===== config.mk =====
export PLATFORM = sky130hd
export DESIGN_NAME = rf_write_arbiter_flat
export DESIGN_NICKNAME = d
export VERILOG_FILES = /design/src/rtl/rf_pkg.sv /design/src/rtl/rf_write_arbiter_if.sv /design/src/rtl/rf_wr_fifo.sv /design/src/rtl/rf_write_arbiter.sv /design/src/flat_wrapper.sv
export SDC_FILE = /design/constraint.sdc
export NUM_CORES = 1
export LEC_CHECK = 0
export BUFFER_PORTS_ARGS = -buffer_cell sky130_fd_sc_hd__buf_2
export CAP_MARGIN = 0
export CORE_ASPECT_RATIO = 1.1
export CORE_MARGIN = 2
export CORE_UTILIZATION = 55
export CTS_CLUSTER_DIAMETER = 50
export DETAILED_ROUTE_END_ITERATION = 8
export HOLD_SLACK_MARGIN = 0.06
export PLACE_DENSITY = 0.75
export SYNTH_ARGS = -nofsm -noshare
export SYNTH_HDL_FRONTEND = slang
export SYNTH_SLANG_ARGS = --single-unit

===== constraint.sdc =====
create_clock -name clk -period 5.05 [get_ports clk]
set_clock_uncertainty 0.05 [all_clocks]
set_input_delay 1.01 -clock clk [delete_from_list [all_inputs] [get_ports clk]]
set_output_delay 1.01 -clock clk [all_outputs]
set_load 0.05 [all_outputs]

===== src/rtl/rf_pkg.sv =====
// Types shared by the reg32 writeback arbiter and its request FIFOs.
// A request pairs a destination register index with the data to write.
package rf_pkg;

  localparam int RF_AW    = 5;
  localparam int RF_DW    = 32;
  localparam int RF_NREGS = 32;

  typedef struct packed {
    logic [RF_AW-1:0] wn;
    logic [RF_DW-1:0] d;
  } rf_wr_t;

  // r0 is hardwired to zero, so a request aimed at it is consumed but never written
  function automatic logic rf_wr_commits(input rf_wr_t w);
    return (w.wn != {RF_AW{1'b0}});
  endfunction

endpackage


===== src/rtl/rf_write_arbiter_if.sv =====
// Valid/ready write-request channel from one writeback source into the arbiter.
interface rf_write_arbiter_if #(
  parameter int AW = 5,
  parameter int DW = 32
);

  logic          valid;
  logic          ready;
  logic [AW-1:0] wn;
  logic [DW-1:0] d;

  modport master (output valid, output wn, output d, input ready);
  modport slave  (input valid, input wn, input d, output ready);

endinterface


===== src/rtl/rf_wr_fifo.sv =====
// Small circular FIFO of register-write requests, one per writeback source.
// Pushes into a full FIFO and pops from an empty FIFO are ignored.
module rf_wr_fifo
  import rf_pkg::*;
#(
  parameter int DEPTH = 2
) (
  input  logic                   clk,
  input  logic                   clrn,
  input  logic                   push,
  input  logic                   pop,
  input  rf_wr_t                 din,
  output rf_wr_t                 head,
  output logic                   full,
  output logic                   empty,
  output logic [$clog2(DEPTH):0] count
);

  localparam int PW = $clog2(DEPTH);
  localparam logic [PW-1:0] PTR_ONE  = PW'(1'b1);
  localparam logic [PW:0]   CNT_ONE  = (PW+1)'(1'b1);
  localparam logic [PW:0]   CNT_FULL = (PW+1)'(DEPTH);

  rf_wr_t        mem_r [DEPTH];
  logic [PW-1:0] wr_ptr_r;
  logic [PW-1:0] rd_ptr_r;
  logic [PW:0]   count_r;
  logic          do_push_s;
  logic          do_pop_s;

  assign full      = (count_r == CNT_FULL);
  assign empty     = (count_r == {(PW+1){1'b0}});
  assign do_push_s = push & ~full;
  assign do_pop_s  = pop & ~empty;
  assign head      = mem_r[rd_ptr_r];
  assign count     = count_r;

  // Entry storage, cleared on reset so no stale request can ever surface
  always_ff @(posedge clk or negedge clrn) begin
    if (!clrn) begin
      for (int i = 0; i < DEPTH; i++) begin
        mem_r[i] <= {($bits(rf_wr_t)){1'b0}};
      end
    end else if (do_push_s) begin
      mem_r[wr_ptr_r] <= din;
    end
  end

  // Pointers wrap naturally at DEPTH; count carries one extra bit to tell full from empty
  always_ff @(posedge clk or negedge clrn) begin
    if (!clrn) begin
      wr_ptr_r <= {PW{1'b0}};
      rd_ptr_r <= {PW{1'b0}};
      count_r  <= {(PW+1){1'b0}};
    end else begin
      if (do_push_s) begin
        wr_ptr_r <= wr_ptr_r + PTR_ONE;
      end
      if (do_pop_s) begin
        rd_ptr_r <= rd_ptr_r + PTR_ONE;
      end
      case ({do_push_s, do_pop_s})
        2'b10:   count_r <= count_r + CNT_ONE;
        2'b01:   count_r <= count_r - CNT_ONE;
        default: count_r <= count_r;
      endcase
    end
  end

endmodule


===== src/rtl/rf_write_arbiter.sv =====
// Round-robin arbiter sharing the single reg32 write port between ALU (port 0)
// and load (port 1) writeback; the registered we/wn/d drive reg32 directly.
module rf_write_arbiter
  import rf_pkg::*;
#(
  parameter int DW    = RF_DW,
  parameter int AW    = RF_AW,
  parameter int DEPTH = 2
) (
  input  logic                clk,
  input  logic                clrn,
  rf_write_arbiter_if.slave   in0,
  rf_write_arbiter_if.slave   in1,
  output logic                we,
  output logic [AW-1:0]       wn,
  output logic [DW-1:0]       d,
  output logic                idle
);

  localparam int CW = $clog2(DEPTH) + 1;
  localparam logic [CW-1:0] CNT_DEPTH = CW'(DEPTH);

  rf_wr_t        din0_s;
  rf_wr_t        din1_s;
  rf_wr_t        head0_s;
  rf_wr_t        head1_s;
  rf_wr_t        gnt_head_s;
  logic          full0_s;
  logic          full1_s;
  logic          empty0_s;
  logic          empty1_s;
  logic          push0_s;
  logic          push1_s;
  logic          pop0_s;
  logic          pop1_s;
  logic [CW-1:0] cnt0_s;
  logic [CW-1:0] cnt1_s;
  logic          gnt_s;
  logic          gnt_sel_s;
  logic          last_grant_r;
  logic          we_r;
  logic [AW-1:0] wn_r;
  logic [DW-1:0] d_r;

  // ready depends on registered occupancy only, so a full FIFO refuses a push even while popped
  assign in0.ready = (cnt0_s < CNT_DEPTH);
  assign in1.ready = (cnt1_s < CNT_DEPTH);
  assign push0_s   = in0.valid & ~full0_s;
  assign push1_s   = in1.valid & ~full1_s;
  assign din0_s    = {in0.wn, in0.d};
  assign din1_s    = {in1.wn, in1.d};

  rf_wr_fifo #(.DEPTH(DEPTH)) u_fifo0 (
    .clk   (clk),
    .clrn  (clrn),
    .push  (push0_s),
    .pop   (pop0_s),
    .din   (din0_s),
    .head  (head0_s),
    .full  (full0_s),
    .empty (empty0_s),
    .count (cnt0_s)
  );

  rf_wr_fifo #(.DEPTH(DEPTH)) u_fifo1 (
    .clk   (clk),
    .clrn  (clrn),
    .push  (push1_s),
    .pop   (pop1_s),
    .din   (din1_s),
    .head  (head1_s),
    .full  (full1_s),
    .empty (empty1_s),
    .count (cnt1_s)
  );

  // Round-robin grant: under contention the port not granted last time wins
  always_comb begin
    gnt_s     = 1'b1;
    gnt_sel_s = 1'b0;
    if (!empty0_s && !empty1_s) begin
      gnt_sel_s = ~last_grant_r;
    end else if (!empty0_s) begin
      gnt_sel_s = 1'b0;
    end else if (!empty1_s) begin
      gnt_sel_s = 1'b1;
    end else begin
      gnt_s = 1'b0;
    end
  end

  assign pop0_s     = gnt_s & ~gnt_sel_s;
  assign pop1_s     = gnt_s & gnt_sel_s;
  assign gnt_head_s = gnt_sel_s ? head1_s : head0_s;

  // Write-port register and grant history; wn/d hold when nothing is granted
  always_ff @(posedge clk or negedge clrn) begin
    if (!clrn) begin
      we_r         <= 1'b0;
      wn_r         <= {AW{1'b0}};
      d_r          <= {DW{1'b0}};
      last_grant_r <= 1'b1;
    end else if (gnt_s) begin
      we_r         <= rf_wr_commits(gnt_head_s);
      wn_r         <= gnt_head_s.wn;
      d_r          <= gnt_head_s.d;
      last_grant_r <= gnt_sel_s;
    end else begin
      we_r         <= 1'b0;
    end
  end

  assign we   = we_r;
  assign wn   = wn_r;
  assign d    = d_r;
  assign idle = empty0_s & empty1_s & ~we_r;

endmodule


===== src/flat_wrapper.sv =====
// flat-port wrapper written by rule: the top's interface ports become plain ports
module rf_write_arbiter_flat import rf_pkg::*;
#(
  parameter int DW    = RF_DW,
  parameter int AW    = RF_AW,
  parameter int DEPTH = 2
)
  (clk, clrn, we, wn, d, idle, in0_valid, in0_wn, in0_d, in0_ready, in1_valid, in1_wn, in1_d, in1_ready);
  rf_write_arbiter_if #(.AW(AW), .DW(DW)) in0_i ();
  rf_write_arbiter_if #(.AW(AW), .DW(DW)) in1_i ();
  input  logic clk;
  input  logic clrn;
  output logic we;
  output logic [AW-1:0] wn;
  output logic [DW-1:0] d;
  output logic idle;
  input wire logic [$bits(in0_i.valid)-1:0] in0_valid;
  input wire logic [$bits(in0_i.wn)-1:0] in0_wn;
  input wire logic [$bits(in0_i.d)-1:0] in0_d;
  output wire logic [$bits(in0_i.ready)-1:0] in0_ready;
  input wire logic [$bits(in1_i.valid)-1:0] in1_valid;
  input wire logic [$bits(in1_i.wn)-1:0] in1_wn;
  input wire logic [$bits(in1_i.d)-1:0] in1_d;
  output wire logic [$bits(in1_i.ready)-1:0] in1_ready;
  assign in0_i.valid = in0_valid;
  assign in0_i.wn = in0_wn;
  assign in0_i.d = in0_d;
  assign in0_ready = in0_i.ready;
  assign in1_i.valid = in1_valid;
  assign in1_i.wn = in1_wn;
  assign in1_i.d = in1_d;
  assign in1_ready = in1_i.ready;
  rf_write_arbiter #(.DW(DW), .AW(AW), .DEPTH(DEPTH)) u_core (.clk(clk), .clrn(clrn), .in0(in0_i), .in1(in1_i), .we(we), .wn(wn), .d(d), .idle(idle));
endmodule

# Word-level counts from Yosys, hierarchy flattened
# Cells that the tools add are included.
# classes
n_addsub,8
n_lt_le_gt_ge,8
eq_ne,6
muxes,21
n_bitwise,21
reduce_logical,10
# op_table
cell,count
two-way mux 37 bit,9
bitwise mux 74 bit,2
demux 37 bit (select 1 bit),2
AND 1 bit,10
"equality test 2 bit, second input constant",4
"greater-or-equal comparator 2 bit, second input constant",4
NOT 1 -> 2 bit,4
one-hot mux 2 bit (2 select lines),2
NOT 1 bit,7
two-way mux 1 bit,6
nonzero test 5 bit,1
"adder 1 bit, second input constant",4
"adder 2 x 1 -> 2 bit, second input constant",2
"equality test 2 x 1 -> 1 bit, second input constant",2
zero test 2 bit,2
"< comparator 2 x 1 -> 1 bit, second input constant",2
"< comparator 2 bit, second input constant",2
nonzero test 2 bit,2
"subtractor 2 x 1 -> 2 bit, second input constant",2
logical AND 1 bit,3
zero test 1 bit,2
# word_totals
reg_bits,195
input_bits,78
output_inout_bits,41
elab_cells,92

# Longest topological paths before layout
# depth
word_depth,9
depth_mapped,10
depth_no_buf,8

# By module
# Synthesis repeated with hierarchy kept, for this count alone.
# hier_totals
hier_cells,580
hier_area_um2,9022.4
# by_module_without_submodules
mod,n_inst,cells_each,area_per_inst_um2
rf_wr_fifo,2,215,3597.2
rf_write_arbiter,1,150,1828.0

# Least setup slack after synthesis
# OpenSTA, ideal clock, no wires.
# synth_path
kind,register to output
startpoint,register u_core.u_fifo0.count_r[0] (netlist: u_core.u_fifo0.count[0])
endpoint,output port idle
arrival_time_ns,1.891
required_ns,3.990
slack_ns,2.099
stages_incl_launch_ff,5
cell_sequence,dfrtp_1 > buf_2 > nor4_2 > clkbuf_1 > nor2b_1
# synth_between
elab_chain_cells,3
# synth_rtl
element,line_no,text
"start, declared",rf_wr_fifo.sv:27,logic [PW:0] count_r;
"start signal, assigned",rf_wr_fifo.sv:54,count_r <= {(PW+1){1'b0}};
"start signal, assigned",rf_wr_fifo.sv:63,2'b10: count_r <= count_r + CNT_ONE;
"start signal, assigned",rf_wr_fifo.sv:64,2'b01: count_r <= count_r - CNT_ONE;
zero test 2 bit,rf_wr_fifo.sv:32,assign empty = (count_r == {(PW+1){1'b0}});
AND 1 bit (2 in a row),rf_write_arbiter.sv:116,assign idle = empty0_s & empty1_s & ~we_r;
"end, declared",flat_wrapper.sv:16,output logic idle;
# Every way passes these cells.

# Worst setup path after layout
# layout_path
startpoint,register u_core.u_fifo1.count_r[0] (netlist: u_core.u_fifo1.count[0])
endpoint,register u_core.u_fifo0.count_r[1] (netlist: u_core.u_fifo0.count[1])
# layout_between
elab_chain_cells,9
elab_cells_between_ends,15
classes_between,eq/ne: 2; mux: 6; bitwise: 3; reduce/logical: 4
# layout_rtl
element,line_no,text
"start, declared",rf_wr_fifo.sv:27,
"start signal, assigned",rf_wr_fifo.sv:54,
"start signal, assigned",rf_wr_fifo.sv:63,
"start signal, assigned",rf_wr_fifo.sv:64,
zero test 2 bit *,rf_wr_fifo.sv:32,
two-way mux 1 bit or zero test 1 bit (tied branches),"rf_write_arbiter.sv:85, rf_write_arbiter.sv:81",
two-way mux 1 bit or logical AND 1 bit (tied branches),"rf_write_arbiter.sv:83, rf_write_arbiter.sv:81",
two-way mux 1 bit,rf_write_arbiter.sv:81,if (!empty0_s && !empty1_s) begin
NOT 1 bit,rf_write_arbiter.sv:92,assign pop0_s = gnt_s & ~gnt_sel_s;
AND 1 bit *,rf_write_arbiter.sv:92,
AND 1 bit *,rf_wr_fifo.sv:34,assign do_pop_s = pop & ~empty;
net u_core.u_fifo0.do_pop_s,rf_wr_fifo.sv:29,logic do_pop_s;
equality test 2 x 1 -> 1 bit or equality test 2 bit (tied branches),rf_wr_fifo.sv:62,"case ({do_push_s, do_pop_s})"
one-hot mux 2 bit (2 select lines) or nonzero test 2 bit (tied branches),-,
"end signal, assigned",rf_wr_fifo.sv:63,
"end signal, assigned",rf_wr_fifo.sv:64,
"end signal, assigned",rf_wr_fifo.sv:65,default: count_r <= count_r;
# The timed path passes the listed nets; every way through them passes the cells marked *.
# A chain may end at the register's enable or synchronous reset.

==> qor.yml <==
worstPathArrival_ns: 3.56
endpoint_kind: "flip-flop"
clk_latency_ns: 0.43
switching_power_mw: 3.03
place_congestion: 0.809
grt_usage_pct: 23.5
synth_seq_cells: 195
rsz0062_at_grt: "false"
r2r_end: "u_core.u_fifo0.count[1]"
r2r-start: "u_core.u_fifo1.count[0]"
switching_share_pct: 40.3
clockBufferDepth: 2
grt_pass1_wl_um: 29900
min_from: "u_core.wn[2]"
finalSetupTns_ns: 0
combPwrFrac_pct: 43.0
routed_wl_um: 18100
netlist_area_um2: 8540
routedWlPerCell_um: 18.9
p_per_area_nw_per_um2: 766
worst_pin_slew_ns: 1.25
antenna_found_initial: 3
grt_pass1_vias: 5860
final_core_util_pct: 64.9
layout-drive-gt1-share_pct: 37.9
drt_pass1_iterations: 4
clk_pin_slew_worst_paths_ns: 0.07
coreArea_um2: 15100
synth_fp_nets: 728
dpl.cell_count: 924
multi_input_area_um2: 3430
crit_type: "flip-flop to flip-flop"
placementRows: 47
antenna_left: 0
nets: 827
fin_cells: 957
r2r_cells: 6
fmax_ghz: 0.307
nFillCells: 1159
viasPerCell: 5.70
p_total_mw: 7.51
synth_cell_types: 29
first_iter_violations: 255
die_h_um: 135
ys_seq_area_share_pct: 57.1
hp-class: "flip-flop to flip-flop"
leakagePower_nw: 4.12
relSlewSlack_pct: 16.5
hpwl_um: 11900
hold_path_end: "u_core.wn[2]"
clkSinkCount: 195
setup_violations: 0
cts_root_buf: "clkbuf_16"
htree_levels: 4
internal_power_mw: 4.49
hold_depth: 2
setup_ws_ns: 1.79
area_growth_pct: 14.8
ir_drop_uv: 487
synth_top_cell_by_area: "dfrtp_1"
synth_warnings: 0
boundaryPins: 119
start_util_pct: 56.5
vias: 5453
hold_buffers: 0
die_area_um2: 16500
grt.overflow.total: 0
fp.dieW_um: 123
r2r_slack_ns: 1.79
worstPathRequired_ns: 5.35
remaining_drc_errors: 0
slew_violations: 0
place_ws_ns: 1.73
numCtsBuffers: 17
avgSynthCellArea_um2: 13.2
post_cts_buffers: 0
max-cap-violations: 0
timing.final.crit_share_pct: 64.6
fin_crit_ns: 3.26
status: "completed"
ys_top_cells_by_area: "dfrtp_1 57%, mux2_2 15%, a211oi_1 6.0%, nor2b_1 5.1%, mux2_1 4.5%"
power_frac_clock_pct: 17.7
grt_max_degree: 129
seq_area_um2: 4880
portBuffers: 118
post_cts_resized: 0
start_kind: "flip-flop"
p_seq_share_pct: 39.3
cts_tree: "yes"
netlist.area_leader.share_pct: 56.8
hold_viol: 0
critPathMaxFanout: 40
synthCells: 648
flip-flops by register name, indices dropped and copies added, names as in the netlist:
signal,count
u_core.u_fifo1.rd_ptr_r,1
u_core.u_fifo0.wr_ptr_r,1
u_core.d,32
u_core.u_fifo1.wr_ptr_r,1
u_core.u_fifo0.mem_r,74
u_core.wn,5
u_core.we,1
u_core.u_fifo0.count,2
u_core.u_fifo1.count,2
u_core.u_fifo0.rd_ptr_r,1
u_core.u_fifo1.mem_r,74
u_core.last_grant_r,1
synth_stat cells, drive strengths merged:
cell type and count:
a211oi 68, dfstp 1, o31a 1, mux2i 6, a21oi 2, ha 2, inv 3, o21ai 7
nand2 38, buf 33, nand3 1, nor2b 69, clkbuf 12, o211ai 2, nor3 5, nor4 2
mux2 151, dfrtp 194, o31ai 34, xnor2 9, nor2 7, xor2 1
layout make-up:
| cell class | count | share of cell area, % |
|---|---|---|
| Sequential cell | 195 | 49.8 |
| Multi-Input combinational cell | 405 | 34.9 |
| Timing Repair Buffer | 125 | 6.65 |
| Clock buffer | 17 | 4.34 |
| Tap cell | 196 | 2.50 |
| Clock inverter | 15 | 1.62 |
| Inverter | 3 | 0.115 |
| Antenna cell | 1 | 0.0255 |
through the flow:
stage               hold WS [ns]  area [um2]
finish                     0.427        9810
detailed placement         0.414        9220
global route               0.444        9800
floorplan                  0.400        8540
CTS                        0.430        9800
global placement           0.409        9220
worst max path at each step:
stage / start / to / slack (ns) / cells after the start
floorplan: u_core.u_fifo0.count[0] / idle / 2.10 / 4
CTS: u_core.u_fifo1.count[0] / u_core.u_fifo0.count[1] / 1.71 / 6
global route: u_core.u_fifo1.count[0] / u_core.u_fifo0.count[1] / 1.49 / 6
finish: u_core.u_fifo1.count[0] / u_core.u_fifo0.count[1] / 1.79 / 6
global placement: u_core.u_fifo1.count[0] / u_core.u_fifo0.count[1] / 1.79 / 6
detailed placement: u_core.u_fifo1.count[0] / u_core.u_fifo0.count[1] / 1.73 / 6
power groups by stage:
stage / combinational, mW / clock [mW] / sequential [mW]
after CTS: 3.28 / 1.35 / 2.95
after global routing: 3.52 / 1.42 / 3.05
after detailed placement: 3.27 / 0 / 2.97
after global placement: 3.15 / 0 / 2.91
final: 3.23 / 1.33 / 2.95
after floorplan: 2.19 / 0 / 3.27
kinds of logic (layout without fill, tap and decap cells):
kind of cell | after synthesis | in the layout | synth area share [%]
multiplexers | 157 | 157 | 20.6
other | 0 | 1 | 0
adder cells (fa/ha/maj) | 2 | 2 | 0.293
AND/OR/NAND/NOR | 122 | 122 | 7.78
AO/OA/AOI/OAI | 114 | 114 | 10.2
flip-flops | 195 | 195 | 57.1
buffers and inverters | 48 | 160 | 2.96
XOR/XNOR | 10 | 10 | 1.03
critical path, cell delays in order, from the launching register on:
cell     delay (ns)
dfrtp_1        0.54
o21ai_4        1.01
inv_2          0.66
nor2_1         0.34
ha_1           0.30
nor2_1         0.15
xnor2_1        0.13
metal layers:
layer	wire (um)	vias to the layer above	GRT usage, %
li1	-	2539	-
met1	7740	2752	30.4
met2	9050	130	38.6
met3	940	28	5.87
met4	381	4	8.37
met5	25	-	0
cell usage in the layout (no fill, tap or decap), types with 2 or more instances in the layout:
master,instances
o21ai_2,2
buf_2,117
ha_1,2
nor3_1,5
buf_4,7
a211oi_1,68
mux2_1,34
inv_6,9
mux2i_1,6
nor2b_1,69
o21ai_1,4
nand2_1,38
nor2_1,5
inv_8,3
nor2_4,2
dfrtp_2,2
inv_2,3
xnor2_1,9
o211ai_4,2
mux2_2,117
o31ai_1,34
dfrtp_1,192
a21oi_1,2
clkbuf_16,17
Note: power is estimated with default switching activity, not from simulation.
